File: config.mk
export PLATFORM = sky130hd
export DESIGN_NAME = sa_20
export DESIGN_NICKNAME = d
export VERILOG_FILES = /design/src/rtl/sa_20.sv
export SDC_FILE = /design/constraint.sdc
export NUM_CORES = 1
export LEC_CHECK = 0
export ABC_AREA = 1
export CORE_MARGIN = 1
export CORE_UTILIZATION = 45
export DETAILED_ROUTE_END_ITERATION = 7
export PLACE_DENSITY_LB_ADDON = 0.15
export SKIP_CTS_REPAIR_TIMING = 1
export SLEW_MARGIN = 20
export SYNTH_ARGS = -nofsm -noshare
export SYNTH_HDL_FRONTEND = slang
export SYNTH_SLANG_ARGS = --single-unit
File: constraint.sdc
create_clock -name sa_clk -period 6.7 [get_ports sa_clk]
set_clock_uncertainty 0.05 [all_clocks]
set_input_delay 0.67 -clock sa_clk [delete_from_list [all_inputs] [get_ports sa_clk]]
set_output_delay 0.67 -clock sa_clk [all_outputs]
set_load 0.02 [all_outputs]
File: src/rtl/sa_20.sv
// Switch allocator and crossbar for mesh node (2,0): per-output round-robin
// arbitration with wormhole locking over the N, E and L ports.
module sa_20 #(
    parameter int unsigned DATASIZE = 40
) (
    input  logic                sa_clk,
    input  logic                rst,
    input  logic [DATASIZE-1:0] data_in_1,
    input  logic [DATASIZE-1:0] data_in_2,
    input  logic [DATASIZE-1:0] data_in_5,
    input  logic [3:0]          direction_in_1,
    input  logic [3:0]          direction_in_2,
    input  logic [3:0]          direction_in_5,
    output logic                sa_ready_1,
    output logic                sa_ready_2,
    output logic                sa_ready_5,
    output logic [DATASIZE-1:0] data_out_1,
    output logic [DATASIZE-1:0] data_out_2,
    output logic [DATASIZE-1:0] data_out_5,
    output logic                valid_out_1,
    output logic                valid_out_2,
    output logic                valid_out_5,
    input  logic                ready_in_1,
    input  logic                ready_in_2,
    input  logic                ready_in_5,
    output logic                err_out
);

    localparam int unsigned NP = 3;

    typedef enum logic {ST_IDLE, ST_LOCKED} state_t;

    logic [DATASIZE-1:0] din    [NP];
    logic [3:0]          dir    [NP];
    logic [DATASIZE-1:0] dout_q [NP];
    logic [NP-1:0]       rdy_in;
    logic [NP-1:0]       vld_q;

    state_t              st_q   [NP];
    state_t              st_d   [NP];
    logic [1:0]          own_q  [NP];
    logic [1:0]          own_d  [NP];
    logic [1:0]          ptr_q  [NP];
    logic [1:0]          ptr_d  [NP];

    logic [NP-1:0]       req_ok;
    logic [NP-1:0]       drop;
    logic [NP-1:0]       is_hs;
    logic [NP-1:0]       is_tail;
    logic [1:0]          tgt    [NP];
    logic [NP-1:0]       elig   [NP];
    logic [2:0]          pick   [NP];
    logic [1:0]          win    [NP];
    logic [NP-1:0]       grant;
    logic [NP-1:0]       ack;
    logic                err_d;

    function automatic logic [1:0] inc3(input logic [1:0] x);
        return (x == 2'd2) ? 2'd0 : x + 2'd1;
    endfunction

    // Returns {found, index} of the first eligible input at or after ptr.
    function automatic logic [2:0] rr_pick(input logic [2:0] el, input logic [1:0] ptr);
        logic [1:0] c;
        logic [2:0] r;
        r = 3'b000;
        c = ptr;
        for (int k = 0; k < 3; k++) begin
            if (!r[2] && el[c]) r = {1'b1, c};
            c = inc3(c);
        end
        return r;
    endfunction

    assign din[0] = data_in_1;
    assign din[1] = data_in_2;
    assign din[2] = data_in_5;
    assign dir[0] = direction_in_1;
    assign dir[1] = direction_in_2;
    assign dir[2] = direction_in_5;
    assign rdy_in = {ready_in_5, ready_in_2, ready_in_1};

    // Direction decode: legal targets, illegal codes and U-turns.
    always_comb begin
        for (int i = 0; i < NP; i++) begin
            tgt[i]     = 2'd0;
            req_ok[i]  = 1'b0;
            drop[i]    = 1'b0;
            is_hs[i]   = din[i][DATASIZE-1];
            is_tail[i] = (din[i][DATASIZE-1 -: 2] == 2'b01);
            case (dir[i])
                4'd0: ;
                4'd1: begin tgt[i] = 2'd0; req_ok[i] = 1'b1; end
                4'd2: begin tgt[i] = 2'd1; req_ok[i] = 1'b1; end
                4'd5: begin tgt[i] = 2'd2; req_ok[i] = 1'b1; end
                default: drop[i] = 1'b1;
            endcase
            if (req_ok[i] && tgt[i] == 2'(i)) begin
                req_ok[i] = 1'b0;
                drop[i]   = 1'b1;
            end
        end
    end

    // Per-output arbitration and lock state next-state logic.
    always_comb begin
        ack   = drop;
        err_d = |drop;
        grant = '0;
        for (int p = 0; p < NP; p++) begin
            st_d[p]  = st_q[p];
            own_d[p] = own_q[p];
            ptr_d[p] = ptr_q[p];
            win[p]   = 2'd0;
            elig[p]  = '0;
            for (int i = 0; i < NP; i++) begin
                if (req_ok[i] && tgt[i] == 2'(p)) begin
                    if (st_q[p] == ST_IDLE) begin
                        elig[p][i] = is_hs[i];
                    end else if (own_q[p] == 2'(i)) begin
                        if (is_hs[i]) begin
                            ack[i] = 1'b1;
                            err_d  = 1'b1;
                        end else begin
                            elig[p][i] = 1'b1;
                        end
                    end
                end
            end
            pick[p] = rr_pick(elig[p], ptr_q[p]);
            if (pick[p][2] && (!vld_q[p] || rdy_in[p])) begin
                grant[p]    = 1'b1;
                win[p]      = pick[p][1:0];
                ack[win[p]] = 1'b1;
                if (st_q[p] == ST_IDLE) begin
                    ptr_d[p] = inc3(win[p]);
                    if (!din[win[p]][DATASIZE-2]) begin
                        st_d[p]  = ST_LOCKED;
                        own_d[p] = win[p];
                    end
                end else if (is_tail[win[p]]) begin
                    st_d[p] = ST_IDLE;
                end
            end
        end
    end

    always_ff @(posedge sa_clk or posedge rst) begin
        if (rst) begin
            for (int p = 0; p < NP; p++) begin
                vld_q[p]  <= 1'b0;
                dout_q[p] <= '0;
                st_q[p]   <= ST_IDLE;
                own_q[p]  <= 2'd0;
                ptr_q[p]  <= 2'd0;
            end
            err_out <= 1'b0;
        end else begin
            for (int p = 0; p < NP; p++) begin
                st_q[p]  <= st_d[p];
                own_q[p] <= own_d[p];
                ptr_q[p] <= ptr_d[p];
                if (grant[p]) begin
                    dout_q[p] <= din[win[p]];
                    vld_q[p]  <= 1'b1;
                end else if (rdy_in[p]) begin
                    vld_q[p]  <= 1'b0;
                end
            end
            err_out <= err_d;
        end
    end

    assign sa_ready_1  = ack[0] & ~rst;
    assign sa_ready_2  = ack[1] & ~rst;
    assign sa_ready_5  = ack[2] & ~rst;
    assign data_out_1  = dout_q[0];
    assign data_out_2  = dout_q[1];
    assign data_out_5  = dout_q[2];
    assign valid_out_1 = vld_q[0];
    assign valid_out_2 = vld_q[1];
    assign valid_out_5 = vld_q[2];

endmodule
* Word-level counts from Yosys, hierarchy flattened
Cells that the tools add are included.
** Storage, ports and cells
- Register bits after elaboration :: 139
- Bits in latches :: 0
- Memory bits (writable) :: 0
- ROM bits :: 0
- Input port bits :: 137
- Output and inout bits :: 127
- Memories :: 0
** Operators by class
- Add/sub/neg operators :: 9
- Multiply operators :: 0
- Divide/modulo/power cells :: 0
- $lt $le $gt $ge :: 21
- Equal/unequal tests :: 33
- Shift operators :: 0
- Mux-type cells :: 207
- Bitwise gates (word level) :: 19
- Reductions and logical operators :: 61
** Operator list (number)
- $bmux 40 s2 :: 6
- $mux 40 :: 6
- $mux 39 :: 6
- $mux 1 :: 147
- $lt 2x3->1 const B :: 12
- $mux 3 :: 12
- $eq 2x2->1 const B :: 15
- $bmux 1 s2 :: 12
- $logic_and 1x1->1 :: 24
- $mux 2 :: 12
- $add 2x1->2 const B :: 9
- $eq 2x1->1 const B :: 9
- $ge 3x3->1 const B :: 6
- $not 2->3 :: 6
- $eq 4x1->1 const B :: 3
- $eq 4x2->1 const B :: 3
- $eq 4x3->1 const B :: 3
- $logic_not 2->1 :: 6
- $logic_not 4->1 :: 3
- $pmux 2 s2 :: 3
- $reduce_or 3->1 :: 4
- $reduce_or 4->1 :: 3
- $logic_not 1->1 :: 9
- $or 3x3->3 :: 3
- 8 further kinds :: 28

* Logic depth before layout (Yosys ltp)
- Word-level depth :: 42
- Gate-level depth with buffers :: 12

* Worst setup path before layout
No wires, ideal clock.
- Kind :: in2out
- Start :: input port rst
- End :: output port sa_ready_5
- Arrival :: 4.237 ns
- Required time :: 5.980 ns
- Path slack :: 1.743 ns
- Stages on the path :: 3
- Path through :: inv_1 > o21ai_0 > inv_1
** On the way
- Word-level cells in the longest chain between the ends :: 2
** Ends and longest elaborated chain
- from (decl) :: line 7 : input logic rst,
- $not 1->1 :: line 176 : assign sa_ready_5 = ack[2] & ~rst;
- $and 1x1->1 :: line 176
- to (decl) :: line 16 : output logic sa_ready_5,
Every way passes these cells.

* Worst setup path in the final report
- Start :: input port direction_in_1[0]
- End :: output port sa_ready_1
** On the way
- Word-level cells in the longest chain between the ends :: 35
** Ends and longest elaborated chain
- from (decl) :: line 11 : input logic [3:0] direction_in_1,
- $eq 4x3->1, or another cell as far along :: line 91 : case (dir[i])
- $pmux 2 s2 / $reduce_or 3->1 (equally long branches)
- $logic_not 2->1 / $mux 1 (equally long branches) :: line 98, 117, 91
- $logic_and 1x1->1 :: line 98 : if (req_ok[i] && tgt[i] == 2'(i)) begin
- $mux 1 :: line 98
- $logic_and 1x1->1 :: line 117 : if (req_ok[i] && tgt[i] == 2'(p)) begin
- $mux 1 :: line 117
- $bmux 1 s2 :: line 69 : if (!r[2] && el[c]) r = {1'b1, c};
- (+19 left out)
- $mux 3 :: line 131 : if (pick[p][2] && (!vld_q[p] || rdy_in[p])) begin
- $mux 1 :: line 121 : if (is_hs[i]) begin
- $mux 1 :: line 120 : end else if (own_q[p] == 2'(i)) begin
- $mux 1 :: line 118 : if (st_q[p] == ST_IDLE) begin
- $mux 1 :: line 117
- $or 3x3->3 (no line)
- $mux 3 * :: line 131
- $and 1x1->1 * :: line 174 : assign sa_ready_1 = ack[0] & ~rst;
- to (decl) :: line 14 : output logic sa_ready_1,
Mark *: on every way between the ends. The rest lies on a longest branch, timed or not. The select of a mux whose other input is x is not followed.

==> results by group <==
Detailed routing
  • DRC viols: 0
  • Vias: 7465
  • Final wirelength: 24.6 mm
  • Via density: 5.30
  • Drt first pass iters: 5
  • Drt initial violations: 558
  • Antenna viol nets, final: 0
  • DR WL/cell: 17.4 um

GRT
  • Global-route wire length before repair: 39.0 mm
  • Initial antenna violation count: 0
  • GRT overflow: 0
  • GRT Total Usage: 30.4%
  • Vias in the first global route: 7520
  • Largest net degree at the start of global routing: 82

Synth
  • Mapped Area: 7340 um^2
  • Post-synthesis sequential area ratio: 47.4%
  • Synth Area per Inst: 7.73 um^2
  • Syn_nets: 1086
  • Mapped Cells: 949
  • Flops & latches, synth: 139
  • Ys Warns: 0
  • Synth unique cells: 31

Timing
  • Tmin final: 4220 ps
  • Slew Limit Fails: 0
  • RSZ-0062 raised after global routing: no
  • Hold Fails Final Rpt: 0
  • Setup violators final: 0
  • Fin crit share: 62.9%
  • Max-slew headroom: 25.5%
  • Setup TNS: 0 ps
  • Fmax: 0.237 GHz
  • Worst-margin pin slew: 1110 ps

Clocking
  • Max clock buf depth: 2
  • Clk pin slew, worst setup/hold paths: 50 ps
  • Total CTS buffers: 17
  • Clk_lat worst skew: 420 ps
  • Clk root buf: clkbuf_16
  • Sink Count: 139
  • CTS tree: yes
  • # H-tree levels: 4

Floorplan
  • Num rows: 46
  • Initial Util: 46.2%
  • Die H: 130 um
  • Die ar.: 16800 um^2
  • I/O pins: 264
  • Placeable Area: 15900 um^2
  • Die X: 130 um

Critical path
  • WP buf/inv: 3
  • Top delay family on crit path: simple AND/OR/NAND/NOR gates
  • Largest fanout on the critical path: 40
  • CP Launch Type: input pin
  • R2r worst-path depth: 9
  • Reg2reg setup slack: 3620 ps
  • Crit path capture type: primary output
  • Crit Path Category: in2out
  • Worst path cell trace: clkdlybuf4s50_1 > nor2_1 > nand3_1 > nor2_1 > nand2_1 > a21boi_1 > nand2_2 > nand3_1 > nand2_1 > inv_1 > clkdlybuf4s50_1
  • Slowest stage delay, CP: 600 ps
  • Crit path DAT: 3500 ps
  • CP max-delay cell: nand2_2
  • R2r endpoint: st_q[2]
  • CP required: 5980 ps
  • Critical R2R Launch: vld_q[0]

Worst hold path
  • Min-Delay Path Depth: 2
  • Hold Crit Start: data_out_1[39]
  • HP Class: reg2reg
  • Worst Hold Endpoint: data_out_1[39]

Power
  • Sw frac: 35.3%
  • Clk pwr share: 25.1%
  • Leak Pwr: 4.95 nW
  • NetSw: 1.36 mW
  • Pint: 2.50 mW
  • VDD IR-drop max: 183 uV
  • Logic gate share of total power: 40.0%
  • Pwr/cell area: 364 nW/um^2
  • Sequential share of power: 34.9%

Layout
  • Layout cells sized above 1: 5.70%
  • Fillcell total: 1367
  • Diodes inserted: 0
  • Nets: 1317
  • Final instance count without filler cells: 1409
  • Area grow syn2layout: 44.6%

Placed design
  • Dpl cells: 1377
  • I/O Buffers: 263
  • Placer Congestion: 0.955
  • Hpwl dp: 16.0 mm

Outcome
  • Status: completed

Job
  • Max cap viols: 0
==> cell type report <==
type,instances,area (um^2),area share [%]
timing repair buffer,268,2670,25.2
sequential,139,3480,32.8
multi-input combinational,631,3120,29.4
clock buffer,20,457,4.31
inverter,123,467,4.40
tap,216,270,2.55
clock inverter,12,146,1.38
==> worst min-delay path: stages (launching register included) <==
cell     delay [ps]
dfrtp_1         340
nand2_1          60
nand2_1          60
==> metrics by stage <==
stage	setup WS (ps)	utilization (%)	power [mW]	area, um^2	hold WS, ps
2_1_floorplan	1740	-	2.08	7340	407
3_3_place_gp	2550	63.0	2.88	10000	419
3_5_place_dp	2490	63.0	2.90	10000	426
4_1_cts	2490	66.8	3.88	10600	442
5_1_grt	2210	66.8	4.06	10600	457
6_report	2480	66.8	3.86	10600	435
==> power groups by stage <==
stage / Combinational [mW] / Clock [mW] / Sequential [mW]
6_report: 1.55 / 0.969 / 1.35
5_1_grt: 1.66 / 1.02 / 1.38
4_1_cts: 1.56 / 0.978 / 1.34
3_5_place_dp: 1.55 / 0 / 1.34
3_3_place_gp: 1.53 / 0 / 1.35
2_1_floorplan: 0.411 / 0 / 1.67
==> how the worst max path moves through the flow <==
stage | from | end | slack [ps] | depth (start not counted)
finish | direction_in_1[0] | sa_ready_1 | 2480 | 11
global route | direction_in_1[0] | sa_ready_1 | 2210 | 11
CTS | direction_in_1[0] | sa_ready_1 | 2490 | 11
detailed placement | direction_in_1[0] | sa_ready_1 | 2490 | 11
global placement | direction_in_1[0] | sa_ready_1 | 2550 | 11
floorplan | rst | sa_ready_5 | 1740 | 3
==> per-layer routing <==
metal | GRT usage (%) | part of all wire (%) | up-vias
met4 | 12.8 | 3.1 | 0
met1 | 37.6 | 42 | 3563
met2 | 51.9 | 48 | 278
met3 | 6.03 | 7.0 | 47
li1 | - | - | 3577
met5 | 0 | 0 | -
==> flip-flops by register name (all words and copies together), names as in the netlist <==
| signal | flops |
|---|---|
| data_out_5 | 40 |
| data_out_2 | 40 |
| st_q | 3 |
| data_out_1 | 40 |
| err_out | 1 |
| vld_q | 3 |
| own_q | 6 |
| ptr_q | 6 |
==> logic make-up after synthesis <==
| kind of cell | after synthesis | synth area share [%] |
|---|---|---|
| simple gates | 459 | 27.1 |
| buf+inv | 179 | 10.4 |
| flops | 139 | 47.4 |
| compound gates | 172 | 15.0 |
==> cells in the mapped netlist (all sizes together) <==
cell	number	area, um^2
nand2	277	1050
dfrtp	139	3480
inv	122	458
a21oi	81	405
o211ai	77	618
nand3	68	363
nor2	67	282
buf	41	246
nand4	39	244
clkbuf	15	56.3
o21ai	11	58.8
nor3	6	35.0
a21boi	1	7.51
clkinv	1	3.75
nand3b	1	7.51
nor4	1	6.26
o21a	1	7.51
o22ai	1	6.26
==> cells in the final DEF, fill, tap and decap left out, types with 2 or more instances in the layout <==
cell / instances
inv_1: 118
nand2_2: 7
nand3_1: 64
clkinvlp_4: 3
nor2_1: 60
o21ai_0: 9
clkbuf_16: 17
o211ai_2: 8
bufinv_16: 3
nand3_2: 3
nand4_1: 39
o211ai_1: 69
nor3_1: 5
nand2_1: 270
dfrtp_1: 139
buf_4: 5
clkdlybuf4s50_1: 263
clkbuf_8: 2
clkinv_2: 5
nor2_4: 5
a21oi_1: 81
inv_2: 3
nor2_2: 2
Note: power is estimated with default switching activity, not from simulation.
==> RTL change, RTL diff (config.mk and constraints unchanged) <==
Make the reset (`rst`) synchronous in one clocked block.
--- a/src/rtl/sa_20.sv
+++ b/src/rtl/sa_20.sv
@@ -146,5 +146,5 @@
     end
 
-    always_ff @(posedge sa_clk or posedge rst) begin
+    always_ff @(posedge sa_clk) begin
         if (rst) begin
             for (int p = 0; p < NP; p++) begin
Check against the original RTL: differs if rst is asserted again (counterexample within 4 cycles, from zero or initial values and one cycle with rst high); with rst held inactive, the same outputs for 4 cycles.
==> RTL change against the original RTL <==
Core utilization decreased by 1.2 points. First-iteration DRC count increased by 5.0%. Hold slack got worse by 11 ps. Worst setup slack got worse by 180 ps. Sequential share of layout area increased by 3.9 points. Via count decreased by 9.9%. Area after synthesis increased by 4.2%. Wire length decreased by 6.5%. Sequential cell count unchanged. Final area increased by 2.5%.
Power is not compared: it rests on default switching activity, and its combinational part moved more than twofold at a synthesized area within 25%.
==> RTL change: results (changes against the original RTL) <==
critical_path:
  slowest_stage: "clkdlybuf4s50_1"
  path_delay_family: "buffers and inverters"
  worstPathMaxFanout: 43  # +7.5%
  crit_arrival_ps: 3680  # +180 ps
  timing.rr.end: "dout_q[0][39]$_SDFFCE_PP0P_"
  r2r_slack_ps: 3680  # +60 ps
  worst-r2r-cell-count: 10  # +1
cells_and_area:
  nClkBuffers: 21  # +5.0%
  multi_input_area_share: 0.2881  # -0.005658
  multi_input_gates: 560  # -11%
  num-nonclk-inverters: 61  # -50%
  nonClockBufferCount: 267  # -0.37%
  buffer_area_frac: 0.2462  # -0.005572
hold_path:
  hold_path_end: "own_q[0][2]$_SDFFE_PP0P_"
synthesis:
  synthArstFlopShare: 0  # -1.000
  syn_inst: 807  # -15%
  synth_cell_types: 36  # +16%
  synth_compound_area_frac: 0.1941  # +0.04364
  synth_nets: 944  # -13%
  synth-seq-area-share: 0.5210  # +0.04687
  ys_top_cells_by_count: "nand2_1 (255), edfxtp_1 (120), a21oi_2 (100)"
placed_design:
  place_congestion: 0.9320  # -2.4%
  post-dp-hpwl_um: 15000  # -6.0%
route:
  routed_wl_um: 22990  # -6.5%
  dr_total_vias: 6726  # -9.9%
  dr.pass1.iters: 7  # +2
  initialDrtViolationCount: 586  # +5.0%
  avgRoutedWirePerCell_um: 17.98  # +3.0%
global_route:
  grt_pass1_vias: 6459  # -14%
  grt_pass1_wl_um: 35800  # -8.3%
run_status:
  status: "completed"
timing:
  max-slew-margin-rel: 0.3178  # +0.06259
==> RTL change: cell types whose count changed in the layout (fill, tap and decap cells not counted), moves of 10 or more <==
cell,change
dfxtp_1,+19
edfxtp_1,+120
a21oi_2,+100
or2_0,+10
o211ai_1,-38
nand3_1,-30
dfrtp_1,-139
nor2_1,-35
a21oi_1,-51
nand4_1,-37
nand2_1,-19
inv_1,-70
or2_1,+20
==> RTL change: per-layer routing <==
layer,share of wire,vias up,track usage
met5,0,-,0
met2,0.49,333,0.4421
li1,-,3225,-
met3,0.072,45,0.04498
met4,0.029,0,0.1086
met1,0.41,3123,0.3482
==> RTL change: worst max-delay path by stage <==
stage,from,depth (start not counted),endpoint
2_1_floorplan,direction_in_5[3],7,dout_q[0][0]$_SDFFCE_PP0P_
3_3_place_gp,direction_in_5[3],13,sa_ready_5
3_5_place_dp,direction_in_5[3],13,sa_ready_5
4_1_cts,direction_in_5[3],13,sa_ready_5
5_1_grt,data_in_5[39],13,sa_ready_5
6_report,direction_in_5[3],13,sa_ready_5
==> RTL change: power by group <==
group          switching (W)  internal [W]  leakage, nW
clock network       0.000369      0.000520        0.263
logic               0.000214      0.000188         2.27
registers          0.0000144      0.000995         1.38
total               0.000597       0.00170         3.92
==> RTL change: worst min-delay path, stage by stage (launching register included) <==
cell,delay [ps]
dfxtp_1,320
nand3_1,80
inv_1,40
==> RTL change: metrics by stage <==
stage | area (um^2) | setup slack [ps] | utilization
6_report | 10860 | 2301 | 0.6551
5_1_grt | 10860 | 2064 | 0.6551
4_1_cts | 10850 | 2284 | 0.6545
3_5_place_dp | 10290 | 2303 | 0.6204
3_3_place_gp | 10280 | 2344 | 0.6201
2_1_floorplan | 7646 | 4130 | -
